$ cat config.mk
export PLATFORM = sky130hd
export DESIGN_NAME = alu_64bit
export DESIGN_NICKNAME = d
export VERILOG_FILES = /design/src/rtl/alu_64bit.sv
export SDC_FILE = /design/constraint.sdc
export NUM_CORES = 1
export LEC_CHECK = 0
export ABC_AREA = 1
export CORE_MARGIN = 2
export CORE_UTILIZATION = 49
export DETAILED_ROUTE_END_ITERATION = 10
export GPL_ROUTABILITY_DRIVEN = 0
export PLACE_DENSITY = 0.85
export RECOVER_POWER = 25
export SKIP_CTS_REPAIR_TIMING = 1
export SLEW_MARGIN = 40
export SYNTH_ARGS = -nofsm -noshare
export SYNTH_HDL_FRONTEND = slang
export SYNTH_SLANG_ARGS = --single-unit
$ cat constraint.sdc
create_clock -name clk -period 42.2 [get_ports clk]
set_input_delay 4.22 -clock clk [delete_from_list [all_inputs] [get_ports clk]]
set_output_delay 4.22 -clock clk [all_outputs]
set_load 0.02 [all_outputs]
$ cat src/rtl/alu_64bit.sv
// Registered ALU built from WIDTH ripple-chained 1-bit slices: NOR, XOR, ADD, SUB.
// Define ALU64_OVF_EN to add a registered signed-overflow output (ovf).
module alu_64bit #(
    parameter int unsigned WIDTH = 64
) (
    input  logic             clk,
    input  logic             rst,
    input  logic [WIDTH-1:0] a,
    input  logic [WIDTH-1:0] b,
    input  logic             cin,
    input  logic [1:0]       op,
    output logic [WIDTH-1:0] s,
`ifdef ALU64_OVF_EN
    output logic             ovf,
`endif
    output logic             cout
);

    logic [WIDTH-1:0] s_d, s_q;
    logic             cout_d, cout_q;
    logic             is_arith, invert_b;

    assign is_arith = op[1];
    assign invert_b = op[1] & op[0];

    // Per-slice carry nets live in each generate scope so the chain is not one
    // self-referencing vector.
    for (genvar i = 0; i < WIDTH; i++) begin : g_slice
        logic c_in, b_eff, p, c_out, r;

        if (i == 0) begin : g_first
            assign c_in = cin;
        end else begin : g_chain
            assign c_in = g_slice[i-1].c_out;
        end

        assign b_eff = b[i] ^ invert_b;
        assign p     = a[i] ^ b_eff;
        assign c_out = (a[i] & b_eff) | (c_in & p);
        assign r     = is_arith ? (p ^ c_in) :
                       op[0]    ? (a[i] ^ b[i]) : ~(a[i] | b[i]);
        assign s_d[i] = r;
    end

    assign cout_d = is_arith & g_slice[WIDTH-1].c_out;

    always_ff @(posedge clk) begin
        if (rst) begin
            s_q    <= '0;
            cout_q <= 1'b0;
        end else begin
            s_q    <= s_d;
            cout_q <= cout_d;
        end
    end

    assign s    = s_q;
    assign cout = cout_q;

`ifdef ALU64_OVF_EN
    logic ovf_d, ovf_q;

    // Two's-complement overflow: carry into the MSB disagrees with carry out of it.
    assign ovf_d = is_arith & (g_slice[WIDTH-1].c_in ^ g_slice[WIDTH-1].c_out);

    always_ff @(posedge clk) begin
        if (rst) begin
            ovf_q <= 1'b0;
        end else begin
            ovf_q <= ovf_d;
        end
    end

    assign ovf = ovf_q;
`endif

endmodule

==> impl_results.md <==
- Final min period: 32650 ps
- Initial DRT Pass Iterations: 5
- Clock power frac: 28.5%
- Sw Pwr: 82.80 uW
- Cells after Synth: 943
- Post-Layout Cell Count: 1296
- Post-synth EDFFs: 0
- Hold_sp: op[0]
- Antenna violations before repair: 0
- CP max stage cell: buf_4
- Hold Path End: s[28]
- Die Y: 120.7 um
- CP arrival: 32890 ps
- Most common cell after layout, fill and taps aside: nand2_1
- Net Sw Frac: 34.49%
- Slew HR: 53.02%
- Status: finished clean
- Initial Util: 50.35%
- Slowest stage delay, CP: 530 ps
- Post-synth ARST share: 0%
- Highest Clock Rate: 0.03063 GHz
- Post-DP HPWL: 11.96 mm
- Max cap viols: 0
- Syn Nets: 1204
- Sequential-to-total area share from yosys stat: 19.52%
- Detailed Route WL: 15.99 mm
- Clock root cell: clkbuf_16
- Setup TNS: 0 ps
- Routed length per instance: 12.34 um
- Max VDD drop: 0.01694 mV
- Yosys Warn Count: 0
- Vias in the first global route: 6002
- Worst path top cell family by delay: adder cells
- Nets: 1377
- First-pass GRT wire length: 27.04 mm
- Seq pwr share: 29.5%
- Core area: 13240 um^2
- H-tree depth: 3
- Req. time, crit path: 42440 ps
- Int Pwr: 157.2 uW
- CTS buffer count: 9
- Synth-to-Final Area Change: 32.91%
- Slew Viols, Final: 0
- Row cnt: 42
- Hold Path Depth: 4
- Cell mode on critical path: fa_1
- GR Overflow Total: 0
- Final hold slack: 4435 ps
- Pin count of the biggest net entering global routing: 91
- CTS sink cnt: 65
- Synth Cell Area: 6668 um^2
- Inst Count DP: 1281
- Ratio of cells with drive above 1 in the final layout: 1.786%
- Worst path bufs/invs: 4
- Most frequent cells in the layout: nand2_1, inv_1, nor2_1
- Die width: 120.7 um
- Clock transition at the registers of the reported paths: 60 ps
- TritonCTS clock tree: done
- CP Capture Type: flip-flop
- Via count: 5941
- DRC viols: 0
- Global Route Usage Sum: 23.39%
- Avg Cell Area, Syn: 7.071 um^2
- Hold crit path type: in -> reg
- DRT antenna net count: 0
- Port Buffers: 197
- Combinational share of power: 41.9%
- Final Setup Violations: 0
- Pleak: 0.004688 uW
- Setup crit start kind: input pin
- I/O Pins: 198
- RSZ-0062 raised after global routing: false
- Top_reg_cell synth: dfxtp_1
- Initial detailed-routing violation count: 373
- Fill cells: 1096
- Die ar.: 14560 um^2
- Critical path class: in -> reg
- Cell Pwr Density: 27.09 nW/um^2
- Power Total: 240.0 uW
- Final worst path period share: 77.37%
- Post-synthesis register bit count: 65
- ANT cells: 0
- Vias per cell: 4.584
- Final Hold Fails: 0
- Dpl ws: 9179 ps
- Clk buf depth: 2
- Worst setup margin: 9551 ps
- Crit path max fanout: 65
- Worst Tran Pin Value: 704.8 ps
- Synth cell types: 16
-- how the worst max path moves through the flow --
stage          slack (ps)  startpoint     to  cells past startpoint
3_3_place_gp         9570       op[1]  s[63]                     73
3_5_place_dp         9180       op[1]  s[63]                     73
2_1_floorplan       11030       op[1]  s[63]                     73
4_1_cts              9440       op[1]  s[63]                     73
6_report             9550       op[1]  s[63]                     73
5_1_grt              8480       op[1]  s[63]                     73
-- Yosys cell counts, types with 2 or more instances --
cell type | instances | area (um^2)
ha_1 | 64 | 800.8
fa_1 | 64 | 1281
buf_6 | 13 | 146.4
dfxtp_1 | 65 | 1301
buf_4 | 7 | 52.55
buf_2 | 12 | 60.06
buf_1 | 2 | 7.510
inv_1 | 196 | 735.7
xor2_1 | 64 | 560.5
nor2_1 | 192 | 720.7
clkbuf_1 | 6 | 22.52
nand2_1 | 254 | 953.4
-- per-stage QoR --
step	instance area [um^2]	utilization, %
CTS	8859	66.89
detailed placement	8601	64.95
global route	8862	66.92
floorplan	6668	-
global placement	8601	64.95
finish	8862	66.92
-- state kept, by name, summed over array words and instances, names as in the netlist --
name and count:
s 64, cout 1
-- cell type report --
cell class	instances	area [um^2]	area share, %
Clock buffer	15	257.7	2.908
Inverter	197	739.5	8.344
Multi-Input combinational cell	641	4338	48.95
Sequential cell	65	1301	14.68
Tap cell	176	220.2	2.485
Timing Repair Buffer	202	2006	22.63
-- logic make-up (layout without fill, tap and decap cells) --
logic type / Yosys count / in the layout / share of synthesized area [%]
compound gates: 1 / 1 / 0.07499
xor+xnor: 64 / 64 / 8.407
fa+ha+maj: 128 / 128 / 31.23
buf+inv: 237 / 414 / 15.43
flops: 65 / 65 / 19.52
simple gates: 448 / 448 / 25.35
-- routing by layer --
layer	vias up	GRT usage, %	wire (um)
met5	-	0	0
met4	0	10.54	363
met3	29	4.292	952
met2	201	42.23	8187
met1	2696	26.73	6486
li1	3015	-	-
-- power groups by stage --
stage	sequential [uW]	clock (uW)	combinational [uW]
6_report	70.9	68.5	101
3_3_place_gp	72.4	0	98.2
5_1_grt	71.5	72.5	115
4_1_cts	71.2	70.0	103
2_1_floorplan	81.7	0	53.6
3_5_place_dp	72.3	0	102
No activity file was read; power rests on OpenSTA's default activity.
